## src/rtl/decode_stage.sv

```systemverilog
//------------------------------------------------------------------------------
// decode_stage
//
// Instruction-decode stage of a 5-stage MIPS pipeline.
//
// Responsibilities:
//   - Presents rs/rt read addresses to the register file (combinational).
//   - Decodes the control word and extends the immediate.
//   - Latches all decoded fields into the ID/EX pipeline register.
//   - Detects load-use hazards (o_stall) and applies branch flushes from EX.
//
// Optional feature (macro WB_BYPASS_EN):
//   When WB_BYPASS_EN is defined, a same-cycle write-back to a register being
//   read in ID replaces the register file data latched into ID/EX.
//   When it is undefined, the i_wb_* ports are present but ignored.
//
// Ports:
//   clk, reset                  clock, asynchronous active-high reset
//   i_instruction, i_pc_plus4   instruction and PC+4 from IF/ID
//   i_valid                     IF/ID holds a real instruction
//   i_flush                     EX branch taken, squash ID
//   o_rs_addr, o_rt_addr        register file read addresses (combinational)
//   i_rs_data, i_rt_data        register file read data
//   i_wb_reg_write/addr/data    write-back port (used only for the bypass)
//   o_stall                     hold PC and IF/ID this cycle (combinational)
//   o_valid .. o_wr_addr        registered ID/EX pipeline register contents
//------------------------------------------------------------------------------
module decode_stage #(
    parameter int REG_ADDR_W = 5,
    parameter int DATA_W     = 32
) (
    input  logic                  clk,
    input  logic                  reset,
    input  logic [DATA_W-1:0]     i_instruction,
    input  logic [DATA_W-1:0]     i_pc_plus4,
    input  logic                  i_valid,
    input  logic                  i_flush,
    output logic [REG_ADDR_W-1:0] o_rs_addr,
    output logic [REG_ADDR_W-1:0] o_rt_addr,
    input  logic [DATA_W-1:0]     i_rs_data,
    input  logic [DATA_W-1:0]     i_rt_data,
    input  logic                  i_wb_reg_write,
    input  logic [REG_ADDR_W-1:0] i_wb_addr,
    input  logic [DATA_W-1:0]     i_wb_data,
    output logic                  o_stall,
    output logic                  o_valid,
    output logic                  o_reg_write,
    output logic                  o_mem_read,
    output logic                  o_mem_write,
    output logic                  o_mem_to_reg,
    output logic                  o_alu_src,
    output logic                  o_branch,
    output logic [2:0]            o_alu_op,
    output logic [5:0]            o_funct,
    output logic [DATA_W-1:0]     o_rs_data,
    output logic [DATA_W-1:0]     o_rt_data,
    output logic [DATA_W-1:0]     o_imm_ext,
    output logic [DATA_W-1:0]     o_pc_plus4,
    output logic [REG_ADDR_W-1:0] o_rs,
    output logic [REG_ADDR_W-1:0] o_rt,
    output logic [REG_ADDR_W-1:0] o_wr_addr
);

    localparam logic [5:0] OP_RTYPE = 6'h00;
    localparam logic [5:0] OP_BEQ   = 6'h04;
    localparam logic [5:0] OP_ADDI  = 6'h08;
    localparam logic [5:0] OP_ANDI  = 6'h0C;
    localparam logic [5:0] OP_ORI   = 6'h0D;
    localparam logic [5:0] OP_LUI   = 6'h0F;
    localparam logic [5:0] OP_LW    = 6'h23;
    localparam logic [5:0] OP_SW    = 6'h2B;

    localparam logic [2:0] ALU_ADD   = 3'b000;
    localparam logic [2:0] ALU_SUB   = 3'b001;
    localparam logic [2:0] ALU_AND   = 3'b010;
    localparam logic [2:0] ALU_OR    = 3'b011;
    localparam logic [2:0] ALU_IMM   = 3'b100;
    localparam logic [2:0] ALU_FUNCT = 3'b101;

    typedef struct packed {
        logic                  valid;
        logic                  reg_write;
        logic                  mem_read;
        logic                  mem_write;
        logic                  mem_to_reg;
        logic                  alu_src;
        logic                  branch;
        logic [2:0]            alu_op;
        logic [5:0]            funct;
        logic [DATA_W-1:0]     rs_data;
        logic [DATA_W-1:0]     rt_data;
        logic [DATA_W-1:0]     imm_ext;
        logic [DATA_W-1:0]     pc_plus4;
        logic [REG_ADDR_W-1:0] rs;
        logic [REG_ADDR_W-1:0] rt;
        logic [REG_ADDR_W-1:0] wr_addr;
    } idex_t;

    logic [5:0]            opcode;
    logic [REG_ADDR_W-1:0] rs_field;
    logic [REG_ADDR_W-1:0] rt_field;
    logic [REG_ADDR_W-1:0] rd_field;
    logic [15:0]           imm_field;
    logic [DATA_W-1:0]     rs_val;
    logic [DATA_W-1:0]     rt_val;
    logic                  supported;
    logic                  is_rtype;
    logic                  uses_rs;
    logic                  uses_rt;
    logic                  hazard_rs;
    logic                  hazard_rt;
    logic                  load_bubble;
    idex_t                 dec;
    idex_t                 nxt;
    idex_t                 idex;

    assign opcode    = i_instruction[31:26];
    assign rs_field  = i_instruction[21 +: REG_ADDR_W];
    assign rt_field  = i_instruction[16 +: REG_ADDR_W];
    assign rd_field  = i_instruction[11 +: REG_ADDR_W];
    assign imm_field = i_instruction[15:0];

    assign o_rs_addr = rs_field;
    assign o_rt_addr = rt_field;

`ifdef WB_BYPASS_EN
    // A register file that writes on the clock edge returns the old value in
    // the same cycle WB writes it, so take the WB data directly.
    assign rs_val = (i_wb_reg_write && (i_wb_addr != '0) && (i_wb_addr == rs_field))
                    ? i_wb_data : i_rs_data;
    assign rt_val = (i_wb_reg_write && (i_wb_addr != '0) && (i_wb_addr == rt_field))
                    ? i_wb_data : i_rt_data;
`else
    logic unused_wb;
    assign unused_wb = ^{i_wb_reg_write, i_wb_addr, i_wb_data};
    assign rs_val    = i_rs_data;
    assign rt_val    = i_rt_data;
`endif

    // Main decoder: produces the full ID/EX word for the current instruction,
    // plus which source registers it actually reads for hazard detection.
    always_comb begin
        supported      = 1'b0;
        is_rtype       = 1'b0;
        uses_rs        = 1'b0;
        uses_rt        = 1'b0;
        dec            = '0;
        dec.funct      = i_instruction[5:0];
        dec.rs_data    = rs_val;
        dec.rt_data    = rt_val;
        dec.pc_plus4   = i_pc_plus4;
        dec.rs         = rs_field;
        dec.rt         = rt_field;
        dec.imm_ext    = {{(DATA_W-16){imm_field[15]}}, imm_field};

        case (opcode)
            OP_RTYPE: begin
                supported     = 1'b1;
                is_rtype      = 1'b1;
                uses_rs       = 1'b1;
                uses_rt       = 1'b1;
                dec.reg_write = 1'b1;
                dec.alu_op    = ALU_FUNCT;
            end
            OP_ADDI: begin
                supported     = 1'b1;
                uses_rs       = 1'b1;
                dec.reg_write = 1'b1;
                dec.alu_src   = 1'b1;
                dec.alu_op    = ALU_ADD;
            end
            OP_ANDI: begin
                supported     = 1'b1;
                uses_rs       = 1'b1;
                dec.reg_write = 1'b1;
                dec.alu_src   = 1'b1;
                dec.alu_op    = ALU_AND;
                dec.imm_ext   = {{(DATA_W-16){1'b0}}, imm_field};
            end
            OP_ORI: begin
                supported     = 1'b1;
                uses_rs       = 1'b1;
                dec.reg_write = 1'b1;
                dec.alu_src   = 1'b1;
                dec.alu_op    = ALU_OR;
                dec.imm_ext   = {{(DATA_W-16){1'b0}}, imm_field};
            end
            OP_LUI: begin
                supported     = 1'b1;
                dec.reg_write = 1'b1;
                dec.alu_src   = 1'b1;
                dec.alu_op    = ALU_IMM;
                dec.imm_ext   = {imm_field, {(DATA_W-16){1'b0}}};
            end
            OP_LW: begin
                supported      = 1'b1;
                uses_rs        = 1'b1;
                dec.reg_write  = 1'b1;
                dec.mem_read   = 1'b1;
                dec.mem_to_reg = 1'b1;
                dec.alu_src    = 1'b1;
                dec.alu_op     = ALU_ADD;
            end
            OP_SW: begin
                supported     = 1'b1;
                uses_rs       = 1'b1;
                uses_rt       = 1'b1;
                dec.mem_write = 1'b1;
                dec.alu_src   = 1'b1;
                dec.alu_op    = ALU_ADD;
            end
            OP_BEQ: begin
                supported  = 1'b1;
                uses_rs    = 1'b1;
                uses_rt    = 1'b1;
                dec.branch = 1'b1;
                dec.alu_op = ALU_SUB;
            end
            default: begin
                supported = 1'b0;
            end
        endcase

        dec.valid = supported;

        // Non-writers carry destination 0 so they can never match a hazard.
        if (dec.reg_write) begin
            dec.wr_addr = is_rtype ? rd_field : rt_field;
        end else begin
            dec.wr_addr = '0;
        end
    end

    // Only registers the current instruction really reads can cause a stall;
    // an I-type's rt field is its destination and must not match.
    assign hazard_rs = uses_rs && (idex.wr_addr == rs_field);
    assign hazard_rt = uses_rt && (idex.wr_addr == rt_field);

    assign o_stall = !reset && i_valid && !i_flush &&
                     idex.valid && idex.mem_read && (idex.wr_addr != '0) &&
                     (hazard_rs || hazard_rt);

    // A bubble is inserted for flush, stall, empty slot or unknown opcode.
    // Because the stall inserts a bubble, the re-decoded instruction next
    // cycle no longer sees a load in ID/EX, so each stall lasts one cycle.
    assign load_bubble = !i_valid || i_flush || o_stall || !supported;
    assign nxt         = load_bubble ? '0 : dec;

    // ID/EX pipeline register.
    always_ff @(posedge clk or posedge reset) begin
        if (reset) begin
            idex <= '0;
        end else begin
            idex <= nxt;
        end
    end

    assign o_valid      = idex.valid;
    assign o_reg_write  = idex.reg_write;
    assign o_mem_read   = idex.mem_read;
    assign o_mem_write  = idex.mem_write;
    assign o_mem_to_reg = idex.mem_to_reg;
    assign o_alu_src    = idex.alu_src;
    assign o_branch     = idex.branch;
    assign o_alu_op     = idex.alu_op;
    assign o_funct      = idex.funct;
    assign o_rs_data    = idex.rs_data;
    assign o_rt_data    = idex.rt_data;
    assign o_imm_ext    = idex.imm_ext;
    assign o_pc_plus4   = idex.pc_plus4;
    assign o_rs         = idex.rs;
    assign o_rt         = idex.rt;
    assign o_wr_addr    = idex.wr_addr;

endmodule

```

## config.mk

```make
export PLATFORM = sky130hd
export DESIGN_NAME = decode_stage
export DESIGN_NICKNAME = d
export VERILOG_FILES = /design/src/rtl/decode_stage.sv
export SDC_FILE = /design/constraint.sdc
export NUM_CORES = 1
export LEC_CHECK = 0
export CAP_MARGIN = 30
export CORE_ASPECT_RATIO = 1.4
export CORE_MARGIN = 8
export CORE_UTILIZATION = 35
export DETAILED_ROUTE_END_ITERATION = 10
export PLACE_DENSITY = 0.75
export SYNTH_ARGS = -nofsm -noshare
export SYNTH_HDL_FRONTEND = slang
export SYNTH_SLANG_ARGS = --single-unit
export TNS_END_PERCENT = 5
```

## constraint.sdc

```tcl
create_clock -name clk -period 14.48 [get_ports clk]
set_input_delay 2.896 -clock clk [delete_from_list [all_inputs] [get_ports clk]]
set_output_delay 2.896 -clock clk [all_outputs]
set_load 0.01 [all_outputs]
```

Word level (Yosys, flattened, before mapping)
Cells that the tools add are included.

Register bits: 159. Input port bits: 170.

Equal/unequal tests: 9. Multiplexer cells: 14. Reduce and logical (&&, ||, !) cells: 24.

Operator list (count): 159-bit 2-to-1 mux (1); 32-bit case mux with 2 select lines (1); 6-bit by 4-bit == test with 1-bit output (second input constant) (4); 3-bit case mux with 5 select lines (1); 6-bit == test (second input constant) (2); 6-bit OR reduction (2); 5-bit == test (2); 5-bit 2-to-1 mux (2); 1-bit 2-to-1 mux (9); 1-bit logical AND (8); 8-bit OR reduction (1); 7-bit OR reduction (1); 6-bit by 3-bit == test with 1-bit output (second input constant) (1); 6-bit zero test (1); 5-bit nonzero test (1); 1-bit zero test (4); 1-bit logical OR (4); 3-bit OR reduction (1); 2-bit OR reduction (1).

Longest topological paths before layout
Depth in word-level cells: 10. Depth in mapped cells: 8.

Worst setup path after synthesis
Ideal clock, no wire load.

Kind: in2out. Start point: input port i_instruction[26]. End point: output port o_stall. Arrival: 4.323 ns. Cell stages on the path: 6. Path slack: 7.261 ns. Cells stage by stage: clkbuf_1 > or4_1 > o21ai_0 > nand3_1 > a21oi_2 > buf_2.

Cells in the longest elaborated chain, start to end: 6.

RTL lines: from (decl) (RTL line 34) `input logic [DATA_W-1:0] i_instruction,`; 6-bit by 3-bit == test with 1-bit output (tied with other cells) (RTL line 156) `case (opcode)`; 7-bit OR reduction (no line) / 3-bit OR reduction (equally long branches); 1-bit 2-to-1 mux (RTL line 156); 1-bit logical AND (on tied branches) (RTL line 236, 237); 1-bit logical OR * (RTL line 241) `(hazard_rs || hazard_rt);`; 1-bit logical AND * (RTL line 240) `idex.valid && idex.mem_read && (idex.wr_addr != '0) &&`; to (decl) (RTL line 45) `output logic o_stall,`.

Mark *: on every way between the ends. The rest lies on a longest branch, timed or not.

Worst setup path after layout
Start point: input port i_instruction[31]. End point: output port o_stall.

Same word-level chain as after synthesis.

==> flow_metrics.tcl <==
set metrics [dict create \
    swShare_pct 22.0 \
    muxShareOfSynthArea_pct 0.846 \
    io_pins 340 \
    fin_ws_ns 6.10 \
    synth_top_family_by_area "simple AND/OR/NAND/NOR gates" \
    cts_max_level 4 \
    layout.cells.most_common "clkdlybuf4s50_1" \
    p_int_mw 0.767 \
    met2_length_mm 10.6 \
    grt_remaining_overflow 0 \
    ant_nets 0 \
    die-area_um2 21400 \
    syn_to_final_growth_pct 61.3 \
    worstPathArrival_ns 5.48 \
    power.density_nw_per_um2 103 \
    grt_first_pass_wirelength_mm 29.6 \
    vias 4634 \
    min_from "o_wr_addr[3]" \
    synth_top_area_share_pct 66.9 \
    min_period_ns 8.38 \
    gp_congestion 0.812 \
    cts.sinks 158 \
    p_switching_mw 0.217 \
    syn-num-nets 613 \
    drive_above_1_share_pct 11.7 \
    crit_fanout 26 \
    netlist_area_um2 5910 \
    crit_required_ns 11.58 \
    end_kind "output pin" \
    synth_compound_area_share_pct 3.13 \
    yosysWarnings 0 \
    fin_tns_setup_ns 0 \
    antenna_found_initial 0 \
    ys_ff_latch 158 \
    seq_area_frac_synth_pct 66.9 \
    worst_setup_path_start_kind "input port" \
    pwr-share-comb_pct 8.1 \
    grt_usage_pct 18.0 \
    mostFrequentLayoutCells "301 x clkdlybuf4s50_1, 158 x dfrtp_1, 76 x and3_1, 40 x and3_2" \
    power_frac_seq_pct 45.5 \
    synth_area_leader_cell "dfrtp_1" \
    rows 56 \
    drc_errors 0 \
    syn_inst 443 \
    period_share_pct 57.8 \
    viasPerCell 4.95 \
    dr.pass1.iters 4 \
    rr_startpoint "o_wr_addr[0]" \
    status "finished, final reports clean" \
    hold_path.class "register to register" \
    start_util_pct 35.5 \
    worstMarginPinSlew_ns 0.867 \
    portBuffers 301 \
    postLayoutCoreUtil_pct 57.2 \
    peakVddDrop_mv 0.0548 \
    wl_met1_mm 7.26 \
    hpwl_mm 14.4 \
    routed_wl_mm 19.6 \
    synth-xor-area-share_pct 1.48 \
    syn_area_per_cell_um2 13.4 \
    dp_cells 902 \
    ctsHoldBuffers 0 \
    startpoint "i_instruction[31]" \
    p_leak_nw 4.64 \
    setup_viol 0 \
    grt_pass1_vias 5053 \
    place_ws_ns 6.14 \
    drtIter0Drc 257 \
    relSlewSlack_pct 42.2 \
    grt_start_max_net_pins 98 \
    cts_resized 0 \
    fin_worst_skew_ns 0.00915 \
    synth_fa_ha_area_share_pct 0 \
    nNetsFinal 889 \
    rsz0062_at_grt "false" \
    synthTopCellsByArea "dfrtp_1 67%, and3_1 8.0%, and3_2 5.1%" \
    clkPwrFrac_pct 46.5 \
    drv_slew 0 \
    synthSimpleGateAreaFrac_pct 21.5 \
    synth_cell_types 38 \
    post_cts_buffers 0 \
    chipHeight_um 170 \
    topRoutingLayerUsed "met4" \
    final-hold-violation-count 0 \
    core_area_um2 16700 \
    detail_route.wl_per_cell_um 20.9 \
    maxCapViolations 0 \
    crit_type "input port to output pin" \
    die_w_um 126 \
    clk_path_buf_depth 2 \
    cts_buffers 17 \
    wl_met3_mm 1.30 \
    fmax_ghz 0.119 \
    tritoncts "yes" \
    cts-root-buf "clkbuf_16" \
    insertion_delay_ns 0.41 \
    clkTransAtPathRegs_ns 0.06 \
    final_cells 936 \
]
## power by group through the flow
| stage | clock network (mW) | registers (mW) | logic [mW] |
|---|---|---|---|
| after floorplan | 0 | 0.458 | 0.0229 |
| after global placement | 0 | 0.455 | 0.0777 |
| after global routing | 0.488 | 0.447 | 0.0858 |
| after CTS | 0.468 | 0.447 | 0.0804 |
| final | 0.457 | 0.447 | 0.0793 |
| after detailed placement | 0 | 0.455 | 0.0798 |
## final timing paths
path                            slack (ns)  cells after the start        endpoint
worst max register to register       11.57                      7  o_pc_plus4[13]
worst min-delay path                  1.14                      5         o_rt[3]
worst min register to register        1.14                      5         o_rt[3]
worst max-delay path                  6.10                      7         o_stall
max in group asynchronous            10.14                      3    o_rs_data[6]
min in group asynchronous             3.04                      2         o_rt[3]
## critical path, cell delays in order
cell and delay, ns:
clkdlybuf4s50_1 0.61, or4_1 0.61, o21ai_0 0.16, nand3_1 0.14, a21oi_2 0.15, buf_4 0.30, clkdlybuf4s50_1 0.60
## stage by stage
step / power [mW] / cell area, µm² / hold slack, ns
after global routing: 1.02 / 9540 / 1.18
after detailed placement: 0.535 / 8910 / 1.15
after CTS: 0.996 / 9520 / 1.16
after global placement: 0.533 / 8880 / 1.13
final: 0.984 / 9540 / 1.14
after floorplan: 0.481 / 5910 / 0.948
## sequential cells by signal, indices dropped and copies added, names as in the netlist
register,count
o_branch,1
o_rt,5
o_imm_ext,32
o_funct,6
o_mem_write,1
o_mem_read,1
o_rt_data,32
o_rs_data,32
o_alu_op,3
o_rs,5
o_reg_write,1
o_wr_addr,5
o_alu_src,1
o_valid,1
o_pc_plus4,32
## cell usage after synthesis (all sizes together)
master,n
a211oi,1
a21boi,1
a21oi,18
a31oi,1
and2,1
and3,116
and3b,1
and4,17
and4b,1
buf,24
clkbuf,27
dfrtp,158
inv,3
mux2i,5
nand2,2
nand3,3
nand4b,1
nor2,6
nor2b,1
nor3,7
nor3b,16
nor4,8
o211ai,1
o21ai,5
o31ai,1
o41a,1
or3,2
or3b,1
or4,4
xor2,10
## logic make-up (layout without fill, tap and decap cells)
logic type / Yosys count / after routing
flops: 158 / 158
compound gates: 29 / 29
mux: 5 / 5
other cells: 0 / 1
buf+inv: 54 / 343
xor+xnor: 10 / 10
simple gates: 187 / 187
## cell type report
| type | count | area, µm² |
|---|---|---|
| fill | 1379 | 7130 |
| sequential | 158 | 3950 |
| tap | 203 | 254 |
| multi-input combinational | 231 | 1610 |
| clock inverter | 15 | 185 |
| inverter | 3 | 16.3 |
| clock buffer | 17 | 425 |
| timing repair buffer | 308 | 3100 |
| antenna | 1 | 2.50 |
## per-layer routing
metal  track usage [%]  up-vias
li1                  -     2109
met1              18.9     2325
met2              32.9      181
met3              5.39       19
met4              7.51        0
met5                 0        -
(Power assumes the default switching activity.)
